--- src/rtl/tetris_pkg.sv ---
// tetris_pkg
//   Shared types and constants for the Tetris game-flow sequencer.
//   - ROWS / ROW_W : playfield height and row index width
//   - seq_state_t  : sequencer FSM states (also exported as a debug port)
//   - line_score() : points per line-clear count, only built when SCORE_EN
//                    is defined
package tetris_pkg;

  localparam int ROWS  = 20;
  localparam int ROW_W = $clog2(ROWS);

  typedef enum logic [3:0] {
    IDLE        = 4'd0,
    SPAWN       = 4'd1,
    SPAWN_CHK   = 4'd2,
    FALL        = 4'd3,
    LOCK_WAIT   = 4'd4,
    CLEAR_SCAN  = 4'd5,
    CLEAR_SHIFT = 4'd6,
    CLEAR_DONE  = 4'd7,
    GAME_OVER   = 4'd8
  } seq_state_t;

`ifdef SCORE_EN
  // Base points for clearing 0..4 lines in one lock; scaled by (level+1).
  function automatic logic [10:0] line_score(input logic [2:0] n);
    logic [10:0] pts;
    case (n)
      3'd1:    pts = 11'd40;
      3'd2:    pts = 11'd100;
      3'd3:    pts = 11'd300;
      3'd4:    pts = 11'd1200;
      default: pts = 11'd0;
    endcase
    return pts;
  endfunction
`endif

endpackage

--- src/rtl/gravity_timer.sv ---
// gravity_timer
//   Counts gravity ticks for the falling piece and issues a one-cycle drop
//   strobe when the level-dependent period elapses, or on every tick while
//   soft_drop is held.
//   Ports:
//     clk, reset      : clock, asynchronous active-low reset
//     clear           : synchronous counter clear (new game)
//     run             : counting allowed (piece falling and not touching)
//     tick            : one-cycle gravity tick strobe
//     soft_drop       : drop on every tick
//     level[4:0]      : current level, sets period = max(GRAV_MIN, GRAV_BASE-level)
//     drop            : combinational drop strobe, coincident with the tick
module gravity_timer #(
  parameter int GRAV_BASE = 16,
  parameter int GRAV_MIN  = 1
) (
  input  logic       clk,
  input  logic       reset,
  input  logic       clear,
  input  logic       run,
  input  logic       tick,
  input  logic       soft_drop,
  input  logic [4:0] level,
  output logic       drop
);

  localparam int CW = $clog2(GRAV_BASE + 1);

  logic [CW-1:0] grav_cnt;
  logic [CW-1:0] period;
  logic [CW:0]   cnt_inc;

  // Clamp before subtracting so high levels never wrap the period.
  always_comb begin
    if (int'(level) + GRAV_MIN >= GRAV_BASE) period = CW'(GRAV_MIN);
    else                                     period = CW'(GRAV_BASE - int'(level));
  end

  assign cnt_inc = {1'b0, grav_cnt} + (CW+1)'(1);
  assign drop    = run & tick & (soft_drop | (cnt_inc >= {1'b0, period}));

  always_ff @(posedge clk or negedge reset) begin
    if (!reset) begin
      grav_cnt <= '0;
    end else if (clear) begin
      grav_cnt <= '0;
    end else if (run && tick) begin
      if (drop) grav_cnt <= '0;
      else      grav_cnt <= cnt_inc[CW-1:0];
    end
  end

endmodule

--- src/rtl/game_sequencer.sv ---
// game_sequencer
//   Game-flow controller: spawn, gravity drops, lock delay, row-by-row line
//   clearing, level/line bookkeeping and game-over.
//   Optional build macro: SCORE_EN (adds the score output and scoring logic).
//   Ports:
//     clk, reset     : clock, asynchronous active-low reset
//     tick           : one-cycle gravity tick
//     start          : begin a game from IDLE or GAME_OVER
//     soft_drop      : drop on every tick while high
//     touching       : active piece rests on stack/floor
//     spawn_blocked  : freshly spawned piece overlaps fixed cells
//     row_full       : row at row_sel is fully occupied
//     spawn_en/drop_en/lock_en/shift_en : datapath enable strobes
//     row_sel        : row under test / shift boundary
//     playing, game_over : status
//     level, lines   : current level (sat. 31), total cleared lines (sat.)
//     score          : (SCORE_EN only) saturating score
//     seq_state      : FSM state, for debug and checkers
//
//   Strobe semantics: every *_en output is a single-cycle pulse with no
//   backpressure; at most one of them is high in any cycle. spawn_en and
//   shift_en are decoded from state; drop_en and lock_en are qualified by the
//   tick of the same cycle.
module game_sequencer
  import tetris_pkg::*;
#(
  parameter int GRAV_BASE       = 16,
  parameter int GRAV_MIN        = 1,
  parameter int LOCK_TICKS      = 2,
  parameter int LINES_PER_LEVEL = 10
) (
  input  logic             clk,
  input  logic             reset,
  input  logic             tick,
  input  logic             start,
  input  logic             soft_drop,
  input  logic             touching,
  input  logic             spawn_blocked,
  input  logic             row_full,
  output logic             spawn_en,
  output logic             drop_en,
  output logic             lock_en,
  output logic [ROW_W-1:0] row_sel,
  output logic             shift_en,
  output logic             playing,
  output logic             game_over,
  output logic [4:0]       level,
  output logic [15:0]      lines,
`ifdef SCORE_EN
  output logic [23:0]      score,
`endif
  output seq_state_t       seq_state
);

  localparam int LW = $clog2(LOCK_TICKS + 1);

  seq_state_t     state, state_d;
  logic [LW-1:0]  lock_cnt;
  logic [LW:0]    lock_nxt;
  logic           lock_hit;
  logic [2:0]     cleared;
  logic [16:0]    lines_sum;
  logic [15:0]    next_thresh;
  logic           game_start;
  logic           timer_run;

  assign seq_state  = state;
  assign game_start = start && ((state == IDLE) || (state == GAME_OVER));
  assign timer_run  = (state == FALL) && !touching;
  assign lock_nxt   = {1'b0, lock_cnt} + (LW+1)'(1);
  assign lock_hit   = lock_nxt >= (LW+1)'(LOCK_TICKS);
  assign lines_sum  = {1'b0, lines} + {14'd0, cleared};

  gravity_timer #(
    .GRAV_BASE (GRAV_BASE),
    .GRAV_MIN  (GRAV_MIN)
  ) u_gravity_timer (
    .clk       (clk),
    .reset     (reset),
    .clear     (game_start),
    .run       (timer_run),
    .tick      (tick),
    .soft_drop (soft_drop),
    .level     (level),
    .drop      (drop_en)
  );

  always_ff @(posedge clk or negedge reset) begin
    if (!reset) state <= IDLE;
    else        state <= state_d;
  end

  always_comb begin
    state_d   = state;
    spawn_en  = 1'b0;
    lock_en   = 1'b0;
    shift_en  = 1'b0;
    playing   = 1'b0;
    game_over = 1'b0;
    case (state)
      IDLE: begin
        if (start) state_d = SPAWN;
      end
      SPAWN: begin
        playing  = 1'b1;
        spawn_en = 1'b1;
        state_d  = SPAWN_CHK;
      end
      SPAWN_CHK: begin
        playing = 1'b1;
        state_d = spawn_blocked ? GAME_OVER : FALL;
      end
      FALL: begin
        playing = 1'b1;
        if (tick && touching) state_d = LOCK_WAIT;
      end
      LOCK_WAIT: begin
        playing = 1'b1;
        // A lateral move off the ledge cancels the lock delay.
        if (!touching) begin
          state_d = FALL;
        end else if (tick && lock_hit) begin
          lock_en = 1'b1;
          state_d = CLEAR_SCAN;
        end
      end
      CLEAR_SCAN: begin
        playing = 1'b1;
        if (row_full)            state_d = CLEAR_SHIFT;
        else if (row_sel == '0)  state_d = CLEAR_DONE;
      end
      CLEAR_SHIFT: begin
        playing  = 1'b1;
        shift_en = 1'b1;
        state_d  = CLEAR_SCAN;
      end
      CLEAR_DONE: begin
        playing = 1'b1;
        state_d = SPAWN;
      end
      GAME_OVER: begin
        game_over = 1'b1;
        // Restart clears the same bookkeeping as a start from IDLE, then
        // spawns directly so a one-cycle start pulse is enough.
        if (start) state_d = SPAWN;
      end
      default: state_d = IDLE;
    endcase
  end

  // Lock delay counter, row scan pointer and per-lock cleared-line count.
  always_ff @(posedge clk or negedge reset) begin
    if (!reset) begin
      lock_cnt <= '0;
      row_sel  <= ROW_W'(ROWS - 1);
      cleared  <= '0;
    end else begin
      if (game_start) begin
        lock_cnt <= '0;
        row_sel  <= ROW_W'(ROWS - 1);
        cleared  <= '0;
      end
      case (state)
        FALL: begin
          if (tick && touching) lock_cnt <= '0;
        end
        LOCK_WAIT: begin
          if (touching && tick) begin
            lock_cnt <= lock_nxt[LW-1:0];
            if (lock_hit) begin
              row_sel <= ROW_W'(ROWS - 1);
              cleared <= '0;
            end
          end
        end
        CLEAR_SCAN: begin
          if (!row_full && (row_sel != '0)) row_sel <= row_sel - ROW_W'(1);
        end
        CLEAR_SHIFT: begin
          // row_sel stays put: the row above has just moved into it.
          cleared <= (cleared == 3'd4) ? 3'd4 : cleared + 3'd1;
        end
        default: ;
      endcase
    end
  end

  // Lines and level. Level catches up one step per cycle whenever lines has
  // reached the next threshold, avoiding a divider.
  always_ff @(posedge clk or negedge reset) begin
    if (!reset) begin
      lines       <= '0;
      level       <= '0;
      next_thresh <= 16'(LINES_PER_LEVEL);
    end else if (game_start) begin
      lines       <= '0;
      level       <= '0;
      next_thresh <= 16'(LINES_PER_LEVEL);
    end else begin
      if (state == CLEAR_DONE) lines <= lines_sum[16] ? 16'hFFFF : lines_sum[15:0];
      if ((level != 5'd31) && (lines >= next_thresh)) begin
        level       <= level + 5'd1;
        next_thresh <= next_thresh + 16'(LINES_PER_LEVEL);
      end
    end
  end

`ifdef SCORE_EN
  logic [16:0] clear_pts;
  logic [23:0] score_add;
  logic [24:0] score_sum;

  assign clear_pts = 17'({1'b0, level} + 6'd1) * 17'(line_score(cleared));

  always_comb begin
    score_add = '0;
    if (state == CLEAR_DONE)       score_add = 24'(clear_pts);
    else if (drop_en && soft_drop) score_add = 24'd1;
  end

  assign score_sum = {1'b0, score} + {1'b0, score_add};

  always_ff @(posedge clk or negedge reset) begin
    if (!reset)          score <= '0;
    else if (game_start) score <= '0;
    else                 score <= score_sum[24] ? 24'hFFFFFF : score_sum[23:0];
  end
`endif

endmodule

--- config.mk ---
export PLATFORM = sky130hd
export DESIGN_NAME = game_sequencer
export DESIGN_NICKNAME = d
export VERILOG_FILES = /design/src/rtl/tetris_pkg.sv /design/src/rtl/gravity_timer.sv /design/src/rtl/game_sequencer.sv
export SDC_FILE = /design/constraint.sdc
export NUM_CORES = 1
export LEC_CHECK = 0
export CORE_MARGIN = 2
export CORE_UTILIZATION = 49
export DETAILED_ROUTE_END_ITERATION = 7
export GPL_ROUTABILITY_DRIVEN = 0
export PLACE_DENSITY = 0.83
export RECOVER_POWER = 25
export SYNTH_ARGS = -nofsm -noshare
export SYNTH_HDL_FRONTEND = slang
export SYNTH_SLANG_ARGS = --single-unit
--- constraint.sdc ---
create_clock -name clk -period 2.87 [get_ports clk]
set_input_delay 0.574 -clock clk [delete_from_list [all_inputs] [get_ports clk]]
set_output_delay 0.574 -clock clk [all_outputs]
set_load 0.03 [all_outputs]
==> results.ini <==
[run_status]
status=complete, but fails checks
violations=setup timing

[grt]
use_met2=0.381
track_usage=0.217
use_met3=0.0267
grt_antenna_before_repair=0
grt_max_degree=30
grt_pass1_vias=3306
grt_use_met1=0.280
top_usage_layer=met2
overflow=0
grt_first_pass_wirelength_um=14900

[floorplanning]
start_util=0.506
die-width_um=90.6
core-area_um2=7250
io-pin-count=44
die_area_um2=8210
std_cell_rows=31
chipHeight_um=90.6

[critical_path]
path_class=reg2out
r2r_end=u_gravity_timer.grav_cnt[0]
reg2reg_depth=13
reg2reg_slack_ns=0.11
path_max_fanout=4
arrival_ns=2.55
cp-end-kind=primary output
worstPathRequired_ns=2.30
cp-start-kind=flip-flop
r2r-start=level[0]

[power]
pwr_density_cell_nw_per_um2=627
leakage_nw=2.00
peakVddDrop_mv=0.453

[synthesis]
syn_nets=470
yosysTopAreaCellShare=0.341
ys_ff_latch=55
syn_inst=429
yosys.area.top_type=dfrtp_1
yosysUniqueCellTypes=59
synthTopCellsByArea=dfrtp_1, ha_1, o21ai_0
synth-edff-count=0
synth-main-ff-cell=dfrtp_1
ys_async_sr_fraction=1.00
syn_area_um2=3670
yosysSeqAreaShare=0.376
yosysWarningCount=0
postSynthAreaPerCell_um2=8.56

[placement]
dp.cells=579
place.detailed.hpwl_um=6510
port_buffers=43
place_area_um2=4400

[timing]
max_freq_ghz=0.320
finClkSkew_ns=0.0108
max-slew-margin-rel=0.0216
fin_crit_ns=3.13
tightest_slew_ns=1.47
setup_viol=1
finalMaxSlewViolations=0
fin_setup_tns_ns=-0.256
hold_slack_ns=0.522
rsz0062_at_grt=yes
period_share=1.09
worst_slack_ns=-0.256
final_hold_viol_count=0

[final_layout]
antenna_cells=0
fin_cells=590
fin_nets=531
syn2layout_area_growth_pct=24.0
final_util=0.628
final_area_um2=4560
drive_above_1_share=0.130

[drt]
route.detailed.wl_per_inst_um=14.9
firstDrtPassIters=4
drt_iter0_drc=175
via_count=3348
drc=0
ant_nets=0
routed_wl_um=8760
viasPerCell=5.67

[min_path]
min_from=row_sel[0]
whs_endpoint=row_sel[0]
hp-class=reg2reg
hold_path_depth=1

[clocking]
insertion_delay_ns=0.31
clkTransAtPathRegs_ns=0.10
cts_buffers=5
cts_tree=built
cts-htree-levels=2
clockBufferDepth=2
cts.sinks=55
hold_buffers=0
cts-root-buf=clkbuf_8

[run]
drv_cap=0

## repair_timing
item | in CTS | in global routing
endpoints found under the setup margin | 4 | 8
pin swaps | 5 | 3
buffers inserted | 1 | 3
gates resized for setup | 12 | 6
## synthesized netlist by cell type, types with 4 or more instances
library cell,n
a31oi_1,9
a211oi_1,6
nor2_1,35
a21oi_1,26
nand3_1,17
nand4_1,9
nand2_1,42
ha_1,32
o31ai_1,4
or3_1,5
a21o_1,4
o21ai_0,32
dfrtp_1,50
and3_1,8
inv_1,34
nor3_1,14
nand2b_1,6
dfstp_2,5
clkbuf_1,16
xnor2_1,18
nor4_1,4
## how the worst max path moves through the flow
| stage | startpoint | endpoint | slack [ns] |
|---|---|---|---|
| final | level[0] | drop_en | -0.26 |
| after global routing | level[0] | drop_en | -0.34 |
| after CTS | level[0] | drop_en | -0.30 |
| after detailed placement | level[1] | drop_en | -0.51 |
| after global placement | level[1] | drop_en | -0.47 |
| after floorplan | level[1] | drop_en | -0.03 |
## cell usage in the layout (no fill, tap or decap), types with 3 or more instances in the layout
cell | Yosys | layout
a211oi_1 | 6 | 5
inv_1 | 34 | 34
or3_1 | 5 | 5
clkbuf_8 | 0 | 7
clkdlybuf4s50_1 | 0 | 40
a21oi_1 | 26 | 25
a31oi_1 | 9 | 8
o31ai_1 | 4 | 4
a22o_1 | 3 | 3
nor3_1 | 14 | 14
nand2_1 | 42 | 41
o21ai_1 | 2 | 3
o21ai_0 | 32 | 30
nand3_1 | 17 | 17
ha_1 | 32 | 29
dfstp_2 | 5 | 5
and2_1 | 3 | 3
ha_4 | 0 | 3
xnor2_1 | 18 | 18
nand4_1 | 9 | 9
o211ai_1 | 3 | 3
nand2b_1 | 6 | 5
nor4_1 | 4 | 4
dfrtp_1 | 50 | 47
nor2_1 | 35 | 35
a21o_1 | 4 | 4
dfrtp_2 | 0 | 3
and3_1 | 8 | 7
buf_4 | 0 | 28
a211o_1 | 3 | 3
## where the power goes
| group | total [mW] | internal, mW | switching [mW] |
|---|---|---|---|
| logic | 1.42 | 0.605 | 0.815 |
| clock network | 0.466 | 0.221 | 0.246 |
| registers | 0.969 | 0.886 | 0.0828 |
## cell families (layout without fill, tap and decap cells)
logic type | after synthesis | after routing | share of synthesized area
XOR/XNOR | 19 | 19 | 0.0453
AO/OA/AOI/OAI | 109 | 109 | 0.187
multiplexers | 2 | 2 | 0.00579
buffers and inverters | 52 | 114 | 0.0555
adder cells (fa/ha/maj) | 33 | 33 | 0.114
flip-flops | 55 | 55 | 0.376
AND/OR/NAND/NOR | 159 | 159 | 0.216
## cell type report
| cell class | count | area (um2) |
|---|---|---|
| clock buffers | 8 | 100 |
| fillers | 636 | 2700 |
| inverters | 34 | 128 |
| multi-input cells | 322 | 2180 |
| flip-flops and latches | 55 | 1390 |
| well taps | 99 | 124 |
| repair buffers | 72 | 639 |
## through the flow
step | power (mW) | setup WS (ns)
final | 2.86 | -0.256
after global routing | 3.04 | -0.344
after CTS | 2.83 | -0.300
after detailed placement | 2.32 | -0.514
after global placement | 2.26 | -0.467
after floorplan | 1.83 | -0.0272
## critical path: stages, from the launching register on
cell and delay (ns):
dfrtp_2 0.44, ha_4 0.16, and3_4 0.15, ha_4 0.22, or2_4 0.24, ha_4 0.20
nand2b_4 0.12, a21o_1 0.15, a211o_1 0.29, nand2_2 0.09, a21boi_4 0.05, buf_6 0.13
## flip-flops by register name, summed over array words and instances (netlist names)
| name | flops |
|---|---|
| lines | 16 |
| next_thresh | 15 |
| level | 5 |
| row_sel | 5 |
| u_gravity_timer.grav_cnt | 5 |
| seq_state | 4 |
| cleared | 3 |
| lock_cnt | 2 |
## layer usage
layer / vias up / wire length, um
li1: 1651 / -
met1: 1616 / 3890
met2: 73 / 4490
met3: 8 / 301
met4: 0 / 85
met5: - / 0
Power figures use the tool's default switching activity.
